File: config.mk
export PLATFORM = sky130hd
export DESIGN_NAME = key_sched_ctrl
export DESIGN_NICKNAME = d
export VERILOG_FILES = /design/src/rtl/key_sched_ctrl.sv
export SDC_FILE = /design/constraint.sdc
export NUM_CORES = 2
export LEC_CHECK = 0
export BUFFER_PORTS_ARGS = -buffer_cell sky130_fd_sc_hd__buf_2
export CAP_MARGIN = 5
export CELL_PAD_IN_SITES_DETAIL_PLACEMENT = 1
export CELL_PAD_IN_SITES_GLOBAL_PLACEMENT = 1
export CORE_AREA = 10 10 343 345
export DETAILED_ROUTE_END_ITERATION = 8
export DIE_AREA = 0 0 353 355
export GPL_TIMING_DRIVEN = 0
export HOLD_SLACK_MARGIN = 0.06
export PLACE_DENSITY_LB_ADDON = 0.1
export SYNTH_ARGS = -nofsm -noshare
export SYNTH_HDL_FRONTEND = slang
export SYNTH_SLANG_ARGS = --single-unit
File: constraint.sdc
create_clock -name clk -period 34.1 [get_ports clk]
set_input_delay 6.82 -clock clk [delete_from_list [all_inputs] [get_ports clk]]
set_output_delay 6.82 -clock clk [all_outputs]
set_load 0.005 [all_outputs]
File: src/rtl/key_sched_ctrl.sv
// Sequencer and round-key server in front of key_sh: accepts a master key, runs one
// generation with timeout, latches the round-key bank and serves it with 1-cycle latency.
module key_sched_ctrl #(
  parameter int unsigned NUM_ROUNDS = 9,
  parameter int unsigned KEY_W      = 64,
  parameter int unsigned TIMEOUT    = 63
) (
  input  logic                        clk,
  input  logic                        rst,
  input  logic                        mk_valid,
  input  logic [127:0]                mk_data,
  output logic                        mk_ready,
  output logic                        ks_start,
  output logic [127:0]                ks_master_key,
  input  logic [NUM_ROUNDS*KEY_W-1:0] ks_round_keys,
  input  logic                        ks_ready,
  output logic                        keys_valid,
  output logic                        busy,
  output logic                        err_timeout,
  input  logic                        rk_req,
  input  logic [3:0]                  rk_idx,
  output logic                        rk_ack,
  output logic [KEY_W-1:0]            rk_key,
  output logic                        rk_err
);

  localparam int unsigned CNT_W = $clog2(TIMEOUT + 1);

  typedef enum logic [1:0] {S_IDLE, S_START, S_WAIT} state_t;

  state_t             state, state_nxt;
  logic [CNT_W-1:0]   cnt;
  logic [KEY_W-1:0]   bank [NUM_ROUNDS];
  logic               accept, capture, expire;
  logic               rd_hit;
  logic [KEY_W-1:0]   rd_key;

  always_comb begin
    state_nxt = state;
    mk_ready  = 1'b0;
    ks_start  = 1'b0;
    accept    = 1'b0;
    capture   = 1'b0;
    expire    = 1'b0;
    case (state)
      S_IDLE: begin
        mk_ready = 1'b1;
        if (mk_valid) begin
          accept    = 1'b1;
          state_nxt = S_START;
        end
      end
      S_START: begin
        ks_start  = 1'b1;
        state_nxt = S_WAIT;
      end
      S_WAIT: begin
        // ks_ready takes priority over an expiring counter
        if (ks_ready) begin
          capture   = 1'b1;
          state_nxt = S_IDLE;
        end else if (cnt == CNT_W'(TIMEOUT)) begin
          expire    = 1'b1;
          state_nxt = S_IDLE;
        end
      end
      default: state_nxt = S_IDLE;
    endcase
  end

  assign busy = (state != S_IDLE);

  always_ff @(posedge clk or posedge rst) begin
    if (rst) begin
      state         <= S_IDLE;
      cnt           <= '0;
      ks_master_key <= '0;
      keys_valid    <= 1'b0;
      err_timeout   <= 1'b0;
      for (int unsigned i = 0; i < NUM_ROUNDS; i++) bank[i] <= '0;
    end else begin
      state <= state_nxt;
      if (state == S_START)     cnt <= '0;
      else if (state == S_WAIT) cnt <= cnt + 1'b1;
      if (accept) begin
        ks_master_key <= mk_data;
        keys_valid    <= 1'b0;
        err_timeout   <= 1'b0;
      end
      if (capture) begin
        keys_valid <= 1'b1;
        for (int unsigned i = 0; i < NUM_ROUNDS; i++)
          bank[i] <= ks_round_keys[i*KEY_W +: KEY_W];
      end
      if (expire) err_timeout <= 1'b1;
    end
  end

  // Match loop doubles as the range check, so indices past the bank never select anything
  always_comb begin
    rd_hit = 1'b0;
    rd_key = '0;
    for (int unsigned i = 0; i < NUM_ROUNDS; i++) begin
      if (rk_idx == 4'(i)) begin
        rd_hit = 1'b1;
        rd_key = bank[i];
      end
    end
  end

  always_ff @(posedge clk or posedge rst) begin
    if (rst) begin
      rk_ack <= 1'b0;
      rk_key <= '0;
      rk_err <= 1'b0;
    end else begin
      rk_ack <= rk_req;
      if (rk_req) begin
        if (keys_valid && rd_hit) begin
          rk_key <= rd_key;
          rk_err <= 1'b0;
        end else begin
          rk_key <= '0;
          rk_err <= 1'b1;
        end
      end
    end
  end

endmodule

# [Word-level counts from Yosys, hierarchy flattened]
# Cells that the tools add are included.
[word_totals] romBits=0 latch_bits=0 wordCells=77 register_bits=780 inputBits=713 n_memories=0 mem_bits_rw=0 out_inout_bits=199
[op_classes] mux=38 reduce_logical=8 multipliers=0 shift=0 n_eq_ne=13 div_mod_pow=0 add_sub_neg=1 order_cmp=0 n_bitwise=0
[op_table] op="$mux W64" count=10
[op_table] op="$mux W1" count=22
[op_table] op="$eq A4 B3 Y1 const B" count=4
[op_table] op="$mux W6" count=2
[op_table] op="$eq A4 B2 Y1 const B" count=2
[op_table] op="$reduce_bool A2 Y1" count=4
[op_table] op="$add A6 B1 Y6 const B" count=1
[op_table] op="$eq A6 B6 Y1 const B" count=1
[op_table] op="$mux W2" count=3
[op_table] op="$pmux W2 S3" count=1
[op_table] op="$eq A4 B1 Y1 const B" count=1
[op_table] op="$eq A4 B4 Y1 const B" count=1
[op_table] op="$logic_not A4 Y1" count=1
[op_table] op="$ne A3 B3 Y1 const B" count=1
[op_table] op="$eq A2 B1 Y1 const B" count=1
[op_table] op="$eq A2 B2 Y1 const B" count=1
[op_table] op="$logic_not A2 Y1" count=1
[op_table] op="$ne A2 B2 Y1 const B" count=1
[op_table] op="$reduce_and A2 Y1" count=1
[op_table] op="$logic_and A1 B1 Y1" count=1

# [Logic depth before layout (Yosys ltp)]
[depth] word_depth=12 ltp_mapped=8 depth_no_buf=6

# [Least setup slack after synthesis]
# No wires, ideal clock.
[synth_timing] path_kind="input to register" startpoint="input rk_idx[1]" endpoint="register rk_key[30]" arrival_ns=8.193 stages=8 required_time_ns=33.954 slack_ns=25.761 path_cell_list="buf_6 -> buf_4 -> buf_4 -> buf_2 -> mux2i_1 -> o21ai_0 -> a222oi_1 -> o221ai_1"
[synth_via] elab_chain_cells=12
[synth_lines] element="start: declaration" line_no="21" source="input logic [3:0] rk_idx,"
[synth_lines] element="$logic_not A4 Y1" line_no="104" source="if (rk_idx == 4'(i)) begin"
[synth_lines] element="$mux W1 (9 in series)" line_no="104"
[synth_lines] element="$logic_and A1 B1 Y1" line_no="119" source="if (keys_valid && rd_hit) begin"
[synth_lines] element="$mux W64 *" line_no="119"
[synth_lines] element="end signal: assignment" line_no="120" source="rk_key <= rd_key;"
[synth_lines] element="end: declaration" line_no="23" source="output logic [KEY_W-1:0] rk_key,"
# Every way passes the cells marked *; elsewhere a longest branch is shown, timed or not.
# A chain may end at the register's enable or synchronous reset.

# [Worst setup path in the final report]
[layout_timing] startpoint="input rk_idx[3]" endpoint="register rk_key[7]"
# The elaborated chain is that of the path after synthesis.

==> reports/qor.csv <==
stage,metric,value,unit
clocking,CTS Root Cell,clkbuf_16,
logic_synthesis,"EDFF count, synth",0,
clocking,worst skew pair latency,690,ps
logic_synthesis,largest family of logic cells by synthesized area,multiplexers,
logic_synthesis,Yosys cell types,58,
power_and_ir_drop,Max VDD drop,0.0469,mV
drt,Vias/cell,5.21,
logic_synthesis,sequential fraction of the synthesis area,0.567,
grt,gr usage total,0.272,
timing,post-route worst setup slack,24830,ps
grt,number of global-route vias before repair,30200,
clocking,CTS tree,done,
timing,min Tclk post-route,9270,ps
logic_synthesis,#FFs+latches synth,780,
critical_path,slowest cell on the critical path,clkbuf_1,
clocking,TritonCTS Sinks,780,
grt,largest net degree at the start of global routing,127,
die,initial core utilization,0.312,
timing,worst rel slew slack,0.109,
logic_synthesis,mux share of post-synthesis cell area,0.266,
logic_synthesis,ys flop type,dfrtp_1,
clocking,worst-case clock buffer depth,3,
critical_path,"Critical Path, Cell by Cell",buf_2 -> clkbuf_1 -> nor4b_4 -> clkbuf_1 -> a2bb2oi_1 -> nor2_1 -> a221o_1,
critical_path,CP required,34720,ps
grt,gr ovfl total,0,
place,placed cell area,41100,sq um
job,Max-Cap Viols,0,
clocking,CTS HTree Levels,3,
grt,antenna violations before repair,128,
critical_path,slack of the worst reg-to-reg path,30450,ps
timing,RSZ-0062 raised after global routing,false,
critical_path,Worst EP arrival,9890,ps
logic_synthesis,Post-Synthesis Cells,2543,
logic_synthesis,Post-Synth XOR/XNOR Area,0.000509,
die,full die area,125000,sq um
logic_synthesis,compound-gate portion of the synthesized area,0.0924,
finish,fill count,11900,
logic_synthesis,Mapped Area,34400,sq um
grt,first-pass GRT wire length,240,mm
finish,"commonest cells after routing, fill and taps aside","buf_2, dfrtp_1, mux2_2",
clocking,clock-pin transition on the worst setup and hold timing paths,60,ps
power_and_ir_drop,"Power, Total",3.74,mW
power_and_ir_drop,Lkg Pwr,20.6,nW
power_and_ir_drop,pwr dens,84.2,nW/um^2
drt,1st-pass router iterations,6,
die,# IOs,912,
die,core box area,110000,sq um
status,status,"finished, final reports clean",
finish,Layout area overhead,28.9,%
timing,final setup fails,0,
timing,Slew Limit Fails,0,
drt,total wire length,177,mm
logic_synthesis,post-synthesis async set-or-reset flop share,1.00,
place,pre-CTS setup slack,24150,ps
logic_synthesis,Synth Net Count,3260,
drt,post-route antenna net violation count,0,
place,buffers added on ports,910,
critical_path,crit path capture type,flip-flop,
critical_path,critical path peak fanout,10,
timing,clk_skew,19.1,ps
place,GPL Wtd Cong,0.888,
clocking,"Setup Fix Bufs, Post-CTS",0,
logic_synthesis,post-synthesis adder-cell area fraction,0.00145,
timing,final hold vios,0,
critical_path,Crit path top cell by count,clkbuf_1,
timing,Final period util,0.272,
clocking,TritonCTS buffer count,96,
finish,layout cells sized above 1,0.506,
drt,post-DR wirelength/cell,34.2,microns
critical_path,WS Path Type,input pin to flip-flop,
drt,DRC Markers,0,
timing,worst slew pin tran,1340,ps
finish,final core occ,0.402,
timing,FMAX,108,MHz
hold_path,Hold Path Class,flip-flop to flip-flop,
clocking,CTS-repair resized insts,0,
place,DPL Wire Length,142,mm
critical_path,CP Launch Type,input pin,
die,Die W,353,microns
drt,DR iter-0 viols,1615,
clocking,cts hold-fix bufs,0,
die,Die Ht,355,microns
timing,Hold Worst Slack,493,ps
die,Rows,122,
logic_synthesis,Synth warnings,0,
logic_synthesis,Synth Area in Simple Gates,0.0453,
finish,"commonest non-fill, non-tap cell in the layout",buf_2,
critical_path,critical path's largest stage delay,790,ps
drt,via count,26900,
finish,fin area,44400,sq um
finish,Final #Nets,4276,
logic_synthesis,syn avg cell area,13.5,sq um
final timing paths:
path	startpoint	end	cells past startpoint
worst max-delay path	rk_idx[3]	rk_key[7]$_DFFE_PP0P_	7
worst min-delay path	rk_key[10]$_DFFE_PP0P_	rk_key[10]$_DFFE_PP0P_	1
worst max register to register	state[0]$_DFFE_PP0P_	bank[284]$_DFFE_PP0P_	6
worst min register to register	rk_key[10]$_DFFE_PP0P_	rk_key[10]$_DFFE_PP0P_	1
max in group asynchronous	rst	bank[117]$_DFFE_PP0P_	6
min in group asynchronous	rst	ks_master_key[100]$_DFFE_PP0P_	2
routing by layer:
metal  track usage  routed length (microns)  vias to the layer above
met1         0.305                    66000                    13900
li1              -                        -                    11500
met5             0                      557                        -
met2         0.486                    89300                     1060
met3        0.0742                    12500                      386
met4         0.112                     8260                       86
registers in the layout (all words and copies together), names as in the netlist:
register,flops
bank,576
cnt,6
err_timeout,1
keys_valid,1
ks_master_key,128
rk_ack,1
rk_err,1
rk_key,64
state,2
cell type report:
cell class | instances | area [sq um] | area share
multi-input cells | 1533 | 14000 | 0.314
repair buffers | 918 | 4760 | 0.107
flip-flops and latches | 780 | 19500 | 0.440
well taps | 1488 | 1860 | 0.0419
clock buffers | 151 | 3010 | 0.0679
clock inverters | 22 | 216 | 0.00488
plain buffers | 202 | 852 | 0.0192
inverters | 28 | 113 | 0.00254
diodes | 37 | 92.6 | 0.00209
metrics by stage:
stage | std cells | setup TNS [ps]
global route | 5138 | 0
global placement | 4941 | -2637180
finish | 5159 | 0
floorplan | 2543 | 0
detailed placement | 4949 | 0
CTS | 5122 | 0
cell families after synthesis:
kind of cell	count (synthesis)
AO/OA/AOI/OAI	435
AND/OR/NAND/NOR	268
multiplexers	824
flip-flops	780
buffers and inverters	230
XOR/XNOR	2
adder cells (fa/ha/maj)	4
critical path: cells and delay by family:
family	cells	cell delay (ps)
AO/OA/AOI/OAI	2	390
buffers and inverters	3	1630
AND/OR/NAND/NOR	2	1040
synthesized netlist by cell type (all sizes together) (18+ instances only):
master | number | area share
inv | 27 | 0.0029
mux2i | 115 | 0.033
o221ai | 52 | 0.013
o21bai | 20 | 0.0044
nor2 | 67 | 0.0074
o21ai | 79 | 0.011
a2111oi | 24 | 0.0069
and3b | 41 | 0.010
dfrtp | 780 | 0.57
a21oi | 93 | 0.014
a2bb2oi | 24 | 0.0061
nor3 | 25 | 0.0036
o22ai | 18 | 0.0033
buf | 47 | 0.0078
nand3b | 21 | 0.0046
a222oi | 20 | 0.0058
a211o | 24 | 0.0061
clkbuf | 155 | 0.017
mux2 | 708 | 0.23
nor2b | 55 | 0.010
nand2 | 35 | 0.0038
o22a | 24 | 0.0061
a221o | 35 | 0.010
report_power, final:
| part | switching (mW) | internal [mW] | leakage (nW) |
|---|---|---|---|
| Combinational | 0.493 | 0.582 | 9.57 |
| Sequential | 0.249 | 1.37 | 9.40 |
| Clock | 0.424 | 0.620 | 1.61 |
| Total | 1.17 | 2.57 | 20.6 |
No activity file was read; power rests on OpenSTA's default activity.
